## src/rtl/FirPkg.sv

```systemverilog
// ============================================================================
// Module      : FirPkg
// Description : Shared FIR datapath definitions: datapath width and the
//               matching data word type.
// Revision    : 1.0 - initial release
// ============================================================================
`default_nettype none

package FirPkg;

    localparam int DATA_WIDTH = 32;

    typedef logic [DATA_WIDTH-1:0] data_t;

endpackage : FirPkg

`default_nettype wire

```

## src/rtl/full_adder.sv

```systemverilog
// ============================================================================
// Module      : full_adder
// Description : One-bit full adder cell. It is the building block of the
//               ripple-carry chain in addsub_nbit.
// Ports       : a, b, cin -> s, cout
// Revision    : 1.0 - initial release
// ============================================================================
`default_nettype none

module full_adder (
    input  logic a,
    input  logic b,
    input  logic cin,
    output logic s,
    output logic cout
);

    logic w_half;

    assign w_half = a ^ b;
    assign s      = w_half ^ cin;
    assign cout   = (a & b) | (cin & w_half);

endmodule : full_adder

`default_nettype wire

```

## src/rtl/addsub_nbit.sv

```systemverilog
// ============================================================================
// Module      : addsub_nbit
// Description : N-bit two's-complement adder/subtractor.
//               The combinational outputs S/C/V are valid in the same cycle.
//               The registered copies S_q/C_q/V_q have one cycle of latency.
// Ports       : clk_i   - clock, registers update on the rising edge
//               rst_ni  - asynchronous active-low reset of the registers only
//               A, B    - operands
//               add_sub - 0 = A+B, 1 = A-B
//               S, C, V - combinational sum, carry (no-borrow on sub), overflow
//               S_q, C_q, V_q - registered copies of S, C, V
// Revision    : 1.0 - initial release
// ============================================================================
`default_nettype none

module addsub_nbit
    import FirPkg::*;
#(
    parameter int DATA_WIDTH = FirPkg::DATA_WIDTH
) (
    input  logic                  clk_i,
    input  logic                  rst_ni,
    input  logic [DATA_WIDTH-1:0] A,
    input  logic [DATA_WIDTH-1:0] B,
    input  logic                  add_sub,
    output logic [DATA_WIDTH-1:0] S,
    output logic                  C,
    output logic                  V,
    output logic [DATA_WIDTH-1:0] S_q,
    output logic                  C_q,
    output logic                  V_q
);

    // Subtraction is A + ~B + 1. The +1 enters as the carry-in of bit 0.
    logic [DATA_WIDTH-1:0] w_bb;
    logic [DATA_WIDTH:0]   w_carry;

    assign w_bb       = B ^ {DATA_WIDTH{add_sub}};
    assign w_carry[0] = add_sub;

    generate
        for (genvar i = 0; i < DATA_WIDTH; i++) begin : g_ripple
            full_adder u_fa (
                .a    (A[i]),
                .b    (w_bb[i]),
                .cin  (w_carry[i]),
                .s    (S[i]),
                .cout (w_carry[i+1])
            );
        end
    endgenerate

    assign C = w_carry[DATA_WIDTH];
    // Signed overflow occurs when the carry into the sign bit differs from
    // the carry out of the sign bit.
    assign V = w_carry[DATA_WIDTH] ^ w_carry[DATA_WIDTH-1];

    always_ff @(posedge clk_i or negedge rst_ni) begin
        if (!rst_ni) begin
            S_q <= '0;
            C_q <= 1'b0;
            V_q <= 1'b0;
        end else begin
            S_q <= S;
            C_q <= C;
            V_q <= V;
        end
    end

endmodule : addsub_nbit

`default_nettype wire

```

## config.mk

```make
export PLATFORM = sky130hd
export DESIGN_NAME = addsub_nbit
export DESIGN_NICKNAME = d
export VERILOG_FILES = /design/src/rtl/FirPkg.sv /design/src/rtl/full_adder.sv /design/src/rtl/addsub_nbit.sv
export SDC_FILE = /design/constraint.sdc
export NUM_CORES = 1
export LEC_CHECK = 0
export ABC_AREA = 0
export CORE_MARGIN = 4
export CORE_UTILIZATION = 37
export CTS_CLUSTER_DIAMETER = 200
export DETAILED_ROUTE_END_ITERATION = 12
export GPL_TIMING_DRIVEN = 0
export HOLD_SLACK_MARGIN = 0.05
export PLACE_DENSITY = 0.92
export SETUP_SLACK_MARGIN = 0.4
export SYNTH_ARGS = -nofsm -noshare
export SYNTH_HDL_FRONTEND = slang
export SYNTH_HIERARCHICAL = 1
export SYNTH_SLANG_ARGS = --single-unit
```

## constraint.sdc

```tcl
create_clock -name clk_i -period 46.5 [get_ports clk_i]
set_input_delay 9.3 -clock clk_i [delete_from_list [all_inputs] [get_ports clk_i]]
set_output_delay 9.3 -clock clk_i [all_outputs]
set_load 0.05 [all_outputs]
```

==> summary.md <==
| Metric | Value |
|---|---|
| Worst slew margin | `50.5%` |
| Initial antenna violation count | `0` |
| Max-cap violation count | `0` |
| Routed length per instance | `about 16 µm` |
| Die height | `78.7 µm` |
| Cell area after layout | `0.00335 mm²` |
| Crit path launch type | `input port` |
| # diodes | `0` |
| CTS tree | `built` |
| CTS Buffer Depth | `2` |
| Crit. End Element | `primary output` |
| FF/Latch Area | `roughly 850 µm²` |
| Via count | `1335` |
| Post-CTS setup buffer count | `0` |
| Cell variety after synth | `5` |
| Critical path's slowest cell | `clkdlybuf4s50_1` |
| Post-DR vias/cell | `roughly 4.3` |
| Drc violations | `0` |
| Clk root buf | `clkbuf_8` |
| Largest net degree at the start of global routing | `35` |
| Crit path time final | `between 30 and 40 ns` |
| Sequential fraction of the synthesis area | `a little under half` |
| I/O pins | `about 140` |
| Crit Path Max Fanout | `10` |
| Critical Path RT | `around 37 ns` |
| Fraction of layout cells with a size suffix above 1 | `around 4.5%` |
| Number of synthesized register bits | `34` |
| Nets | `roughly 340` |
| Setup Viol. Count Final | `0` |
| H-tree Lvls | `2` |
| Initial Util | `between 30% and 40%` |
| Critical Path Most Common Cell | `fa_1` |
| Max Clk Rate | `between 20 and 30 MHz` |
| Drt pass-1 iters | `2` |
| Synth warn | `6` |
| Worst Hold Class | `in2async` |
| Fillers | `~320` |
| Synthesized netlist cell count | `between 100 and 150` |
| Final std cells w/o fill | `just over 300` |
| # clock sinks | `34` |
| Kind of critical path | `in2out` |
| Syn_area_per_cell | `between 15 and 20 µm²` |
| Syn nets | `approximately 200` |
| Slew @ Worst Pin | `around 0.74 ns` |
| Status | `completed` |
| Cell area after placement | `0.00327 mm²` |
| Slew Limit Fails | `0` |
| Site row count | `25` |
| GPL Wtd Cong | `0.751` |
| Chip width | `about 79 µm` |
| Pwr dens | `about 55 mW/mm²` |
| Total CTS buffers | `5` |
| Hpwl dp | `around 4400 µm` |
| Routed WL | `slightly above 5000 µm` |
| Vias in the first global route | `1568` |
| First-pass GRT wire length | `between 7000 and 8000 µm` |
| Initial DRC Count | `17` |
| Die ar. | `between 0.006 and 0.007 mm²` |
| Final Cycle Share | `72.0%` |
| # hold bufs at CTS | `0` |
| Setup TNS Final | `0 ns` |
| Routed Antenna Nets | `0` |
| Total gr overflow | `0` |
| Met3 wire length | `791 µm` |
| Critical path's largest stage delay | `around 0.83 ns` |
| Utilization after layout | `~70%` |
| Peak VDD IR | `between 0.00004 and 0.00005 V` |
| Multi-input gate area | `slightly above 900 µm²` |
| Post-Synthesis Cell Area | `0.00185 mm²` |
| GRT Resource Usage Total | `roughly 18%` |
| # port buffers | `~130` |
| Post-CTS resize count | `0` |
| Uppermost layer routed | `met4` |
| Routed wl met2 | `~2600 µm` |
| Wl on met1 | `~1500 µm` |
| Final hold viol count | `0` |
| P&R area growth vs syn | `81.0%` |
| Register clock-pin slew on the reported worst setup and hold paths | `~0.070 ns` |
| Leakage power | `between 1 and 1.5 nW` |
| Unrepaired setup endpoints after global routing | `false` |
| Core area | `0.00479 mm²` |
| CP Data Arrival Time | `approximately 24 ns` |
| Inst Count DP | `around 300` |
-- synth_stat cells (all sizes together) --
cell	instances	area (µm²)
xor2	33	289
fa	32	641
dfrtp	34	851
buf	4	71.3
-- through the flow --
step           hold WS, ns  total power [mW]  setup WS [ns]
3_5_place_dp          9.41             0.167          13.02
3_3_place_gp         10.01             0.165          13.25
4_1_cts               9.11             0.187          12.99
2_1_floorplan         9.00             0.125          14.13
5_1_grt               9.14             0.194          12.62
6_report              9.08             0.185          13.04
-- area by class of cell --
class                      count  share of cell area (%)
timing repair buffer         134                    39.9
tap                           67                    2.50
clock inverter                 1                   0.224
clock buffer                   6                    2.16
sequential                    34                    25.4
multi-input combinational     65                    27.7
buffer                         4                    2.13
-- cell families (layout without fill, tap and decap cells) --
group                      count (synthesis)  count (layout)  synth area share [%]
buffers and inverters                      4             145                  3.85
DFF                                       34              34                  45.9
adders and majority gates                 32              32                  34.6
xor gates and xnor gates                  33              33                  15.6
-- power by group --
part	switching, mW	internal [mW]	leakage [nW]	total (mW)
Sequential	0.00211	0.0382	0.396	0.0403
Combinational	0.0831	0.0415	0.933	0.125
Clock	0.0101	0.0103	0.0373	0.0203
-- worst max-delay path: cells and delay by family --
kind       cells  cell delay (ns)
fa+ha+maj     32            12.91
buf+inv        4             1.61
xor+xnor       2             0.37
-- registers in the layout (all words and copies together), names as in the netlist --
signal and flops:
C_q 1, S_q 32, V_q 1
-- per-layer routing --
layer	track usage [%]	vias to the layer above
li1	-	595
met1	16.3	637
met2	30.3	94
met3	10.9	9
met4	7.52	0
met5	0	-
-- cells in the final DEF (no fill, tap or decap) --
cell	n
buf_12	3
dfrtp_1	34
clkinvlp_4	1
clkbuf_1	1
fa_1	32
xor2_1	33
buf_6	1
clkdlybuf4s50_1	133
clkbuf_8	5
buf_2	1
-- path summary, 6_finish.rpt --
kind | startpoint | depth (start not counted) | to | slack, ns
max | add_sub | 38 | V | 13.04
min in group clk_i | A[27] | 2 | S_q[27] | 9.72
max in group asynchronous | rst_ni | 1 | S_q[16] | 36.94
min | rst_ni | 1 | S_q[2] | 9.08
Power figures use the tool's default switching activity.
